**config.mk**
```make
export PLATFORM = sky130hd
export DESIGN_NAME = seq_divider_flat
export DESIGN_NICKNAME = d
export VERILOG_FILES = /design/src/rtl/seq_div_pkg.sv /design/src/rtl/seq_divider_if.sv /design/src/rtl/seq_divider_div_step.sv /design/src/rtl/seq_divider.sv /design/src/flat_wrapper.sv
export SDC_FILE = /design/constraint.sdc
export NUM_CORES = 1
export LEC_CHECK = 0
export ABC_AREA = 0
export BUFFER_PORTS_ARGS = -buffer_cell sky130_fd_sc_hd__buf_2
export CORE_MARGIN = 4
export CORE_UTILIZATION = 46
export CTS_CLUSTER_DIAMETER = 40
export DETAILED_ROUTE_END_ITERATION = 10
export PLACE_DENSITY = 0.74
export SLEW_MARGIN = 40
export SYNTH_ARGS = -nofsm -noshare
export SYNTH_HDL_FRONTEND = slang
export SYNTH_SLANG_ARGS = --single-unit
```
**constraint.sdc**
```tcl
create_clock -name clk -period 3 [get_ports clk]
set_input_delay 0.3 -clock clk [delete_from_list [all_inputs] [get_ports clk]]
set_output_delay 0.3 -clock clk [all_outputs]
set_load 0.01 [all_outputs]
```
**src/rtl/seq_div_pkg.sv**
```systemverilog
// Shared types and sizing helpers for the sequential restoring divider.
package seq_div_pkg;

  typedef enum logic [1:0] {
    IDLE,
    BUSY,
    DONE
  } div_state_e;

  // Counter must hold the value A_W itself, hence the +1.
  function automatic int cnt_width(input int a_w);
    return $clog2(a_w + 1);
  endfunction

endpackage

```
**src/rtl/seq_divider_if.sv**
```systemverilog
// Operand/result handshake bundle between a requester and the divider.
interface seq_divider_if #(
  parameter int A_W = 128,
  parameter int B_W = 64
);

  logic           in_valid;
  logic           in_ready;
  logic [A_W-1:0] dividend;
  logic [B_W-1:0] divisor;
  logic           out_valid;
  logic           out_ready;
  logic [A_W-1:0] quotient;
  logic [B_W-1:0] remainder;
  logic           div_by_zero;

  modport master (
    output in_valid, dividend, divisor, out_ready,
    input  in_ready, out_valid, quotient, remainder, div_by_zero
  );

  modport slave (
    input  in_valid, dividend, divisor, out_ready,
    output in_ready, out_valid, quotient, remainder, div_by_zero
  );

endinterface

```
**src/rtl/seq_divider_div_step.sv**
```systemverilog
// One combinational restoring-division iteration: shift in the next
// dividend bit, trial-subtract the divisor, keep the difference if it fits.
module div_step #(
  parameter int B_W = 64
) (
  input  logic [B_W:0]   rem,
  input  logic           q_msb,
  input  logic [B_W-1:0] divisor,
  output logic [B_W:0]   rem_next,
  output logic           q_bit
);

  logic [B_W:0] shifted;
  logic [B_W:0] diff;
  logic         unused_rem_msb;

  // After a restoring step the remainder is below the divisor, so its top bit is always 0.
  assign unused_rem_msb = rem[B_W];

  always_comb begin
    shifted  = {rem[B_W-1:0], q_msb};
    diff     = shifted - {1'b0, divisor};
    q_bit    = (shifted >= {1'b0, divisor});
    rem_next = q_bit ? diff : shifted;
  end

endmodule

```
**src/rtl/seq_divider.sv**
```systemverilog
// Multi-cycle unsigned restoring divider, one quotient bit per clock,
// with valid/ready handshakes on the operand and result sides.
module seq_divider #(
  parameter int A_W = 128,
  parameter int B_W = 64
) (
  input logic          clk,
  input logic          rst,
  seq_divider_if.slave bus
);

  import seq_div_pkg::*;

  localparam int CNT_W = cnt_width(A_W);

  div_state_e     state_q, state_d;
  logic           in_ready_q, in_ready_d;
  logic           out_valid_q, out_valid_d;
  logic [A_W-1:0] q_q, q_d;
  logic [B_W-1:0] dvsr_q, dvsr_d;
  logic [B_W:0]   rem_q, rem_d;
  logic [CNT_W-1:0] cnt_q, cnt_d;
  logic [A_W-1:0] quotient_q, quotient_d;
  logic [B_W-1:0] remainder_q, remainder_d;
  logic           dbz_q, dbz_d;

  logic [B_W:0]   step_rem;
  logic           step_bit;
  logic [A_W-1:0] q_shifted;

  div_step #(.B_W(B_W)) u_step (
    .rem      (rem_q),
    .q_msb    (q_q[A_W-1]),
    .divisor  (dvsr_q),
    .rem_next (step_rem),
    .q_bit    (step_bit)
  );

  // The quotient shift register doubles as the dividend source; result
  // registers are separate so they only change when entering DONE.
  always_comb begin
    state_d     = state_q;
    in_ready_d  = in_ready_q;
    out_valid_d = out_valid_q;
    q_d         = q_q;
    dvsr_d      = dvsr_q;
    rem_d       = rem_q;
    cnt_d       = cnt_q;
    quotient_d  = quotient_q;
    remainder_d = remainder_q;
    dbz_d       = dbz_q;
    q_shifted   = {q_q[A_W-2:0], step_bit};

    case (state_q)
      IDLE: begin
        if (bus.in_valid && in_ready_q) begin
          in_ready_d = 1'b0;
          if (bus.divisor == '0) begin
            state_d     = DONE;
            out_valid_d = 1'b1;
            quotient_d  = '1;
            remainder_d = bus.dividend[B_W-1:0];
            dbz_d       = 1'b1;
          end else begin
            state_d = BUSY;
            q_d     = bus.dividend;
            dvsr_d  = bus.divisor;
            rem_d   = '0;
            cnt_d   = CNT_W'(A_W);
          end
        end
      end
      BUSY: begin
        q_d   = q_shifted;
        rem_d = step_rem;
        cnt_d = cnt_q - CNT_W'(1);
        if (cnt_q == CNT_W'(1)) begin
          state_d     = DONE;
          out_valid_d = 1'b1;
          quotient_d  = q_shifted;
          remainder_d = step_rem[B_W-1:0];
          dbz_d       = 1'b0;
        end
      end
      DONE: begin
        if (bus.out_ready) begin
          state_d     = IDLE;
          out_valid_d = 1'b0;
          in_ready_d  = 1'b1;
        end
      end
      default: begin
        state_d     = IDLE;
        in_ready_d  = 1'b1;
        out_valid_d = 1'b0;
      end
    endcase
  end

  always_ff @(posedge clk) begin
    if (rst) begin
      state_q     <= IDLE;
      in_ready_q  <= 1'b1;
      out_valid_q <= 1'b0;
      q_q         <= '0;
      dvsr_q      <= '0;
      rem_q       <= '0;
      cnt_q       <= '0;
      quotient_q  <= '0;
      remainder_q <= '0;
      dbz_q       <= 1'b0;
    end else begin
      state_q     <= state_d;
      in_ready_q  <= in_ready_d;
      out_valid_q <= out_valid_d;
      q_q         <= q_d;
      dvsr_q      <= dvsr_d;
      rem_q       <= rem_d;
      cnt_q       <= cnt_d;
      quotient_q  <= quotient_d;
      remainder_q <= remainder_d;
      dbz_q       <= dbz_d;
    end
  end

  assign bus.in_ready    = in_ready_q;
  assign bus.out_valid   = out_valid_q;
  assign bus.quotient    = quotient_q;
  assign bus.remainder   = remainder_q;
  assign bus.div_by_zero = dbz_q;

endmodule

```
**src/flat_wrapper.sv**
```systemverilog
// flat-port wrapper written by rule: the top's interface ports become plain ports
module seq_divider_flat import seq_div_pkg::*;
#(
  parameter int A_W = 128,
  parameter int B_W = 64
)
  (clk, rst, bus_in_valid, bus_dividend, bus_divisor, bus_out_ready, bus_in_ready, bus_out_valid, bus_quotient, bus_remainder, bus_div_by_zero);
  seq_divider_if #(.A_W(A_W), .B_W(B_W)) bus_i ();
  input logic clk;
  input logic rst;
  input wire logic [$bits(bus_i.in_valid)-1:0] bus_in_valid;
  input wire logic [$bits(bus_i.dividend)-1:0] bus_dividend;
  input wire logic [$bits(bus_i.divisor)-1:0] bus_divisor;
  input wire logic [$bits(bus_i.out_ready)-1:0] bus_out_ready;
  output wire logic [$bits(bus_i.in_ready)-1:0] bus_in_ready;
  output wire logic [$bits(bus_i.out_valid)-1:0] bus_out_valid;
  output wire logic [$bits(bus_i.quotient)-1:0] bus_quotient;
  output wire logic [$bits(bus_i.remainder)-1:0] bus_remainder;
  output wire logic [$bits(bus_i.div_by_zero)-1:0] bus_div_by_zero;
  assign bus_i.in_valid = bus_in_valid;
  assign bus_i.dividend = bus_dividend;
  assign bus_i.divisor = bus_divisor;
  assign bus_i.out_ready = bus_out_ready;
  assign bus_in_ready = bus_i.in_ready;
  assign bus_out_valid = bus_i.out_valid;
  assign bus_quotient = bus_i.quotient;
  assign bus_remainder = bus_i.remainder;
  assign bus_div_by_zero = bus_i.div_by_zero;
  seq_divider #(.A_W(A_W), .B_W(B_W)) u_core (.clk(clk), .rst(rst), .bus(bus_i));
endmodule
```
---- After elaboration in Yosys (flattened, before gate mapping) ----
Cells that the tools add are included.
operators by class
  add/sub/neg operators ................... 2
  order comparisons ....................... 1
  equal/unequal tests ..................... 8
  muxes and demuxes ....................... 33
  bitwise gates (word level) .............. 2
  reduce and logical (&&, ||, !) cells .... 10
operators by type and width
  operator               number
  $mux W128              5
  $pmux W128 S2          2
  $mux W64               6
  $pmux W64 S2           2
  $ge A65 B64 Y1         1
  $logic_not A64 Y1      1
  $sub A64 B64 Y64       1
  $mux W8                2
  $pmux W8 S2            1
  $reduce_and A3 Y1      4
  $eq A8 B1 Y1 const B   1
  $mux W2                4
  $reduce_and A4 Y1      2
  $sub A8 B1 Y8 const B  1
  $mux W1                7
  $ne A2 B1 Y1 const B   3
  $pmux W1 S3            2
  $pmux W2 S3            1
  $ne A2 B2 Y1 const B   2
  $eq A2 B1 Y1 const B   1
  $eq A2 B2 Y1 const B   1
  $logic_not A2 Y1       1
  $not A1 Y1             2
  $pmux W1 S2            1
  2 further kinds        2
storage, ports and cells
  flip-flop bits (word level) ............. 461
  output and inout port bits .............. 195
  word-level logic and storage cells ...... 66

---- Logic depth before layout (Yosys ltp) ----
  word-level depth ........................ 4
  mapped depth ............................ 16
  mapped depth without buffers ............ 14

---- By module ----
From an unflattened synthesis, not the netlist that was laid out.
second synthesis, totals
  cells, all modules ...................... 2747
  area total of the unflattened synthesis .. 24865.1 um2
by module, submodules not included
  module       times used  cells an instance  area an instance (um2)
  seq_divider  1           2004               19377.3
  div_step     1           743                5487.8

---- Worst setup path after synthesis ----
OpenSTA, ideal clock, no wires.
  path kind ............................... register to register
  start ................................... register u_core.q_q[127]
  end ..................................... register u_core.remainder_q[60], in the netlist u_core.bus.remainder[60]
  setup time .............................. 0.091 ns
  arrival ................................. 3.034 ns
  data required time ...................... 2.909 ns
  slack ................................... -0.125 ns
  stages on the path, launching flop included .. 15
  path buffers ............................ 0
  period minus slack after synthesis ...... 3.125 ns
  path through ............................ dfxtp_1 -> inv_1 -> ha_1 -> inv_1 -> fa_1 -> a211oi_1 -> o21a_1 -> or4_4 -> a31oi_2 -> a21oi_1 -> o311ai_2 -> o21ai_1 -> xor2_1 -> a211o_1 -> a311oi_1
on the way
  word-level cells in the longest chain between the ends .. 4
  elaborated cells on any way between the ends .. 5
  those cells by class .................... 1 x add/sub; 1 x order compare; 3 x mux
RTL lines
  element                                             RTL line                                                source
  start: declaration                                  seq_divider.sv:19                                       logic [A_W-1:0] q_q, q_d;
  start signal: assignment                            seq_divider.sv:116                                      q_q <= q_d;
  $sub A64 B64 Y64 or $ge A65 B64 Y1 (tied branches)  seq_divider_div_step.sv:22, seq_divider_div_step.sv:23
  $mux W64 (*)                                        seq_divider_div_step.sv:24                              rem_next = q_bit ? diff : shifted;
  $mux W64 (*)                                        seq_divider.sv:77                                       if (cnt_q == CNT_W'(1)) begin
  $pmux W64 S2 (*)                                    seq_divider.sv:54                                       case (state_q)
  end signal: assignment                              seq_divider.sv:121                                      remainder_q <= remainder_d;
  end: declaration                                    seq_divider.sv:24                                       logic [B_W-1:0] remainder_q, remainder_d;
Every way passes the cells marked *; elsewhere a longest branch is shown, timed or not. The select of a mux whose other input is x is not followed.
A chain may end at the register's enable or synchronous reset.

---- Worst setup path in the final report ----
  start ................................... register u_core.dvsr_q[52]
  end ..................................... register u_core.remainder_q[6], in the netlist u_core.bus.remainder[6]
on the way
  word-level cells in the longest chain between the ends .. 4
RTL lines
  element                   RTL line                    source
  start: declaration        seq_divider.sv:20           logic [B_W-1:0] dvsr_q, dvsr_d;
  start signal: assignment  seq_divider.sv:117          dvsr_q <= dvsr_d;
  $ge A65 B64 Y1            seq_divider_div_step.sv:23  q_bit = (shifted >= {1'b0, divisor});
  $mux W64                  seq_divider_div_step.sv:24
  $mux W64                  seq_divider.sv:77
  $pmux W64 S2              seq_divider.sv:54
No other way between the ends. The select of a mux whose other input is x is not followed.

==> impl_summary.log <==
INFO  metric run_status = complete, but fails checks
INFO  metric violations = design-rule violations, negative setup slack
INFO  metric synth_compound_gate_area_share = 17.9%
INFO  metric final.period_utilization = 110%
INFO  metric vias_per_cell = 5.82
INFO  metric numPlacedInstances = 4149
INFO  metric detailedPlacementHpwl = 66500 um
INFO  metric area_growth_syn_to_layout = 57.9%
INFO  metric path_cells = inv_2 -> ha_4 -> nand4_1 -> or3_4 -> or3_4 -> nor3_4 -> a21oi_2 -> o21a_1 -> buf_4 -> and2_4 -> buf_12 -> o31ai_4 -> nand2_2 -> a311oi_1
INFO  metric ys_warn_count = 0
INFO  metric worstPathArrival = 3.80 ns
INFO  metric ctsLongestPathBuffers = 3
INFO  metric synth.cell_area = 22600 sq um
INFO  metric timing.final.max_slew_violations = 0
INFO  metric async_flop_share = 0%
INFO  metric vdd_ir_drop_max = 798 uV
INFO  metric setup_repair_after_global_routing_missed_its_margin = true
INFO  metric clk_transition_reported_paths = 0.06 ns
INFO  metric detailedRoute.firstIterationViolations = 2371
INFO  metric starting_utilization_of_the_core_area = 46.9%
INFO  metric tritoncts_num_sinks = 461
INFO  metric worst_path_most_repeated_cell = sky130_fd_sc_hd__or3_4
INFO  metric slew-limit-headroom = 30.7%
INFO  metric synth_mux_area_share = 4.41%
INFO  metric worstHoldStart = bus_dividend[82]
INFO  metric cts_inserted_buffers = 71
INFO  metric via_count_of_the_first_global_routing_pass = 25700
INFO  metric synth_top_cells_by_area = sky130_fd_sc_hd__dfxtp_1 (41%), sky130_fd_sc_hd__nor2_1 (7.3%), sky130_fd_sc_hd__nand2_1 (7.0%), sky130_fd_sc_hd__nor3_1 (6.3%), sky130_fd_sc_hd__a311oi_1 (6.2%)
INFO  metric timing.critical_path.to_type = flop
INFO  metric postRouteAntennaNets = 0
INFO  metric io_buffers = 390
INFO  metric grtUsageTotal = 34.5%
INFO  metric fin_ws = -0.302 ns
INFO  metric overflow = 0
INFO  metric synth_enable_flop_cells = 0
INFO  metric worst_clock_skew = 0.0381 ns
INFO  metric worst_hold_slack = 0.0162 ns
INFO  metric wire_length_of_the_first_global_routing_pass = 147000 um
INFO  metric min-delay-path-class = in2reg
INFO  metric synth_sequential_area_ratio = 40.9%
INFO  metric ff_to_ff_end = u_core.bus.remainder[6]$_SDFFE_PP0P_
INFO  metric floorplan.core_area = 48100 sq um
INFO  metric post-synth-top-area-cell = sky130_fd_sc_hd__dfxtp_1
INFO  metric critical_path.max_stage_delay = 0.41 ns
INFO  metric totalWireLength = 97900 um
INFO  metric synthMostInstantiatedCell = sky130_fd_sc_hd__dfxtp_1
INFO  metric power.total = 41.2 mW
INFO  metric cellLeakagePower = 15.9 nW
INFO  metric cts_max_level = 3
INFO  metric post-route-min-period = 3.30 ns
INFO  metric insertion_delay = 0.62 ns
INFO  metric pre_cts_slack = -0.766 ns
INFO  metric drive_gt1_share = 38.0%
INFO  metric clock_tree.root_cell = sky130_fd_sc_hd__clkbuf_16
INFO  metric nets = 4068
INFO  metric whs_endpoint = u_core.q_q[82]$_SDFFE_PP0P_
INFO  metric clock_tree_from_tritoncts = built
INFO  metric setup.reg_to_reg.worst_slack = -0.30 ns
INFO  metric floorplan.die.width = 229 um
INFO  metric tightestPinTransition = 1.04 ns
INFO  metric cp-start-kind = flop
INFO  metric io-pin-count = 391
INFO  metric main_combinational_cell_family_by_area_after_synthesis = simple AND/OR/NAND/NOR gates
INFO  metric drt-pass1-iter-count = 11
INFO  metric worstSetupPathType = reg2reg
INFO  metric yosysUniqueCellTypes = 84
INFO  metric ys_top_cells_by_count = sky130_fd_sc_hd__dfxtp_1 (461), sky130_fd_sc_hd__nor2_1 (439), sky130_fd_sc_hd__nand2_1 (422)
INFO  metric detail_route.drc_violations = 1
INFO  metric timing.reg2reg.worst_path_depth = 14
INFO  metric number_of_instances_on_the_worst_hold_path = 3
INFO  metric post_synth.cell_area_avg = 7.85 sq um
INFO  metric crit_required = 3.50 ns
INFO  metric synthDominantCellAreaShare = 40.9%
INFO  metric worstPathMaxFanout = 6
INFO  metric dominantRegCellSynth = sky130_fd_sc_hd__dfxtp_1
INFO  metric critical-path-slowest-cell = sky130_fd_sc_hd__or3_4
INFO  metric place.gp.congestion = 0.980
INFO  metric setup_violations = 126
INFO  metric vias = 26300
INFO  metric drv.max_cap_violation_count = 0
INFO  metric postSynthNetCount = 3138
INFO  metric antenna_cells = 0
INFO  metric final_core_density = 74.0%
INFO  metric synth_xor_area_share = 2.48%
INFO  metric floorplan.die_area = 52700 sq um
INFO  metric antenna_found_initial = 1
INFO  metric post_synth_fa_ha_maj_area_fraction = 3.75%
INFO  metric hold_viol_final = 0
INFO  metric synthCells = 2875
INFO  metric core.rowCount = 80
INFO  metric synthSimpleGateAreaFrac = 24.8%
INFO  metric power.density = 1160 nW/um^2
INFO  metric clock.fmax = 303 MHz
INFO  metric die_ht = 229 um
INFO  metric crit-reg2reg-launch = u_core.dvsr_q[52]$_SDFFE_PP0P_
INFO  metric wire_per_inst = 21.7 um
INFO  metric nFillCells = 3437
INFO  metric maximum_number_of_pins_on_one_net_before_global_route_repair = 174
INFO  metric post_layout_nonfiller_instances = 4518
INFO  metric postSynthRegisterBits = 461
## placed cells by master, fill, tap and decap left out, types with 68 or more instances in the layout
cell type                       count
sky130_fd_sc_hd__a21oi_1           91
sky130_fd_sc_hd__a311oi_1         144
sky130_fd_sc_hd__buf_2            389
sky130_fd_sc_hd__buf_4            464
sky130_fd_sc_hd__clkbuf_16         75
sky130_fd_sc_hd__dfxtp_1          426
sky130_fd_sc_hd__dlygate4sd3_1    142
sky130_fd_sc_hd__inv_1             73
sky130_fd_sc_hd__mux2i_1           68
sky130_fd_sc_hd__nand2_1          378
sky130_fd_sc_hd__nor2_1           430
sky130_fd_sc_hd__nor3_1           283
## power breakdown
group          total, mW  internal (mW)  leakage [nW]  switching (mW)
Combinational       24.9           12.6          10.9            12.3
Clock               9.01           5.74          1.26            3.27
Sequential          7.34           6.75          3.77           0.590
Total               41.2           25.1          15.9            16.2
## layout make-up
cell class | instances | area (sq um) | area share, %
clock buffer | 85 | 1940 | 5.45
tap | 656 | 821 | 2.30
clock inverter | 45 | 656 | 1.84
timing repair buffer | 1084 | 8190 | 23.0
multi-input combinational | 2091 | 14400 | 40.4
inverter | 96 | 365 | 1.03
sequential | 461 | 9280 | 26.0
## layer usage
metal / routed length [um] / global-route usage [%] / share of wire, %
met1: 40500 / 46.0 / 41
met4: 3280 / 10.9 / 3.4
met5: 13 / 0 / 0.013
met2: 44700 / 55.7 / 46
met3: 9380 / 7.96 / 9.6
## worst max-delay path: cells and delay by family (launching register included)
family                     cells  cell delay [ns]
AOI/OAI and AO/OA              4             0.74
adders and majority gates      1             0.28
buffers and inverters          3             0.34
DFF                            1             0.34
and+or+nand+nor                6             1.50
## how the worst max path moves through the flow
stage,startpoint,endpoint
6_report,u_core.dvsr_q[52]$_SDFFE_PP0P_,u_core.bus.remainder[6]$_SDFFE_PP0P_
3_5_place_dp,u_core.dvsr_q[51]$_SDFFE_PP0P_,u_core.bus.remainder[44]$_SDFFE_PP0P_
3_3_place_gp,u_core.dvsr_q[63]$_SDFFE_PP0P_,u_core.bus.remainder[44]$_SDFFE_PP0P_
4_1_cts,u_core.dvsr_q[1]$_SDFFE_PP0P_,u_core.bus.remainder[41]$_SDFFE_PP0P_
5_1_grt,u_core.rem_q[6]$_SDFFE_PP0P_,u_core.bus.remainder[60]$_SDFFE_PP0P_
2_1_floorplan,u_core.q_q[127]$_SDFFE_PP0P_,u_core.bus.remainder[60]$_SDFFE_PP0P_
## cell families after synthesis
logic type	after synthesis
simple gates	1288
compound gates	574
flops	461
buf+inv	324
mux	97
fa+ha+maj	67
xor+xnor	64
## per-stage QoR
stage | cell area (sq um) | TNS, ns
after global placement | 28200 | -55.01
after floorplan | 22600 | -0.0381
after detailed placement | 28200 | -56.77
final | 35600 | -17.54
after global routing | 35600 | -26.56
after CTS | 34400 | -6.24
## what timing repair did
action / CTS / global route
endpoints found under the setup margin: 130 / 162
pin swaps: 104 / 118
buffers inserted: 68 / 32
hold buffers: 142 / 0
resized for setup: 327 / 236
hold endpoints to repair: 153 / 0
gates cloned: 3 / 3
## sequential cells by signal, indices dropped and copies added (netlist names), 2 cells and up
signal and count:
u_core.cnt_q 8, u_core.dvsr_q 64, u_core.rem_q 64, u_core.q_q 128
u_core.bus.quotient 128, u_core.state_q 2, u_core.bus.remainder 64
(Power assumes the default switching activity.)
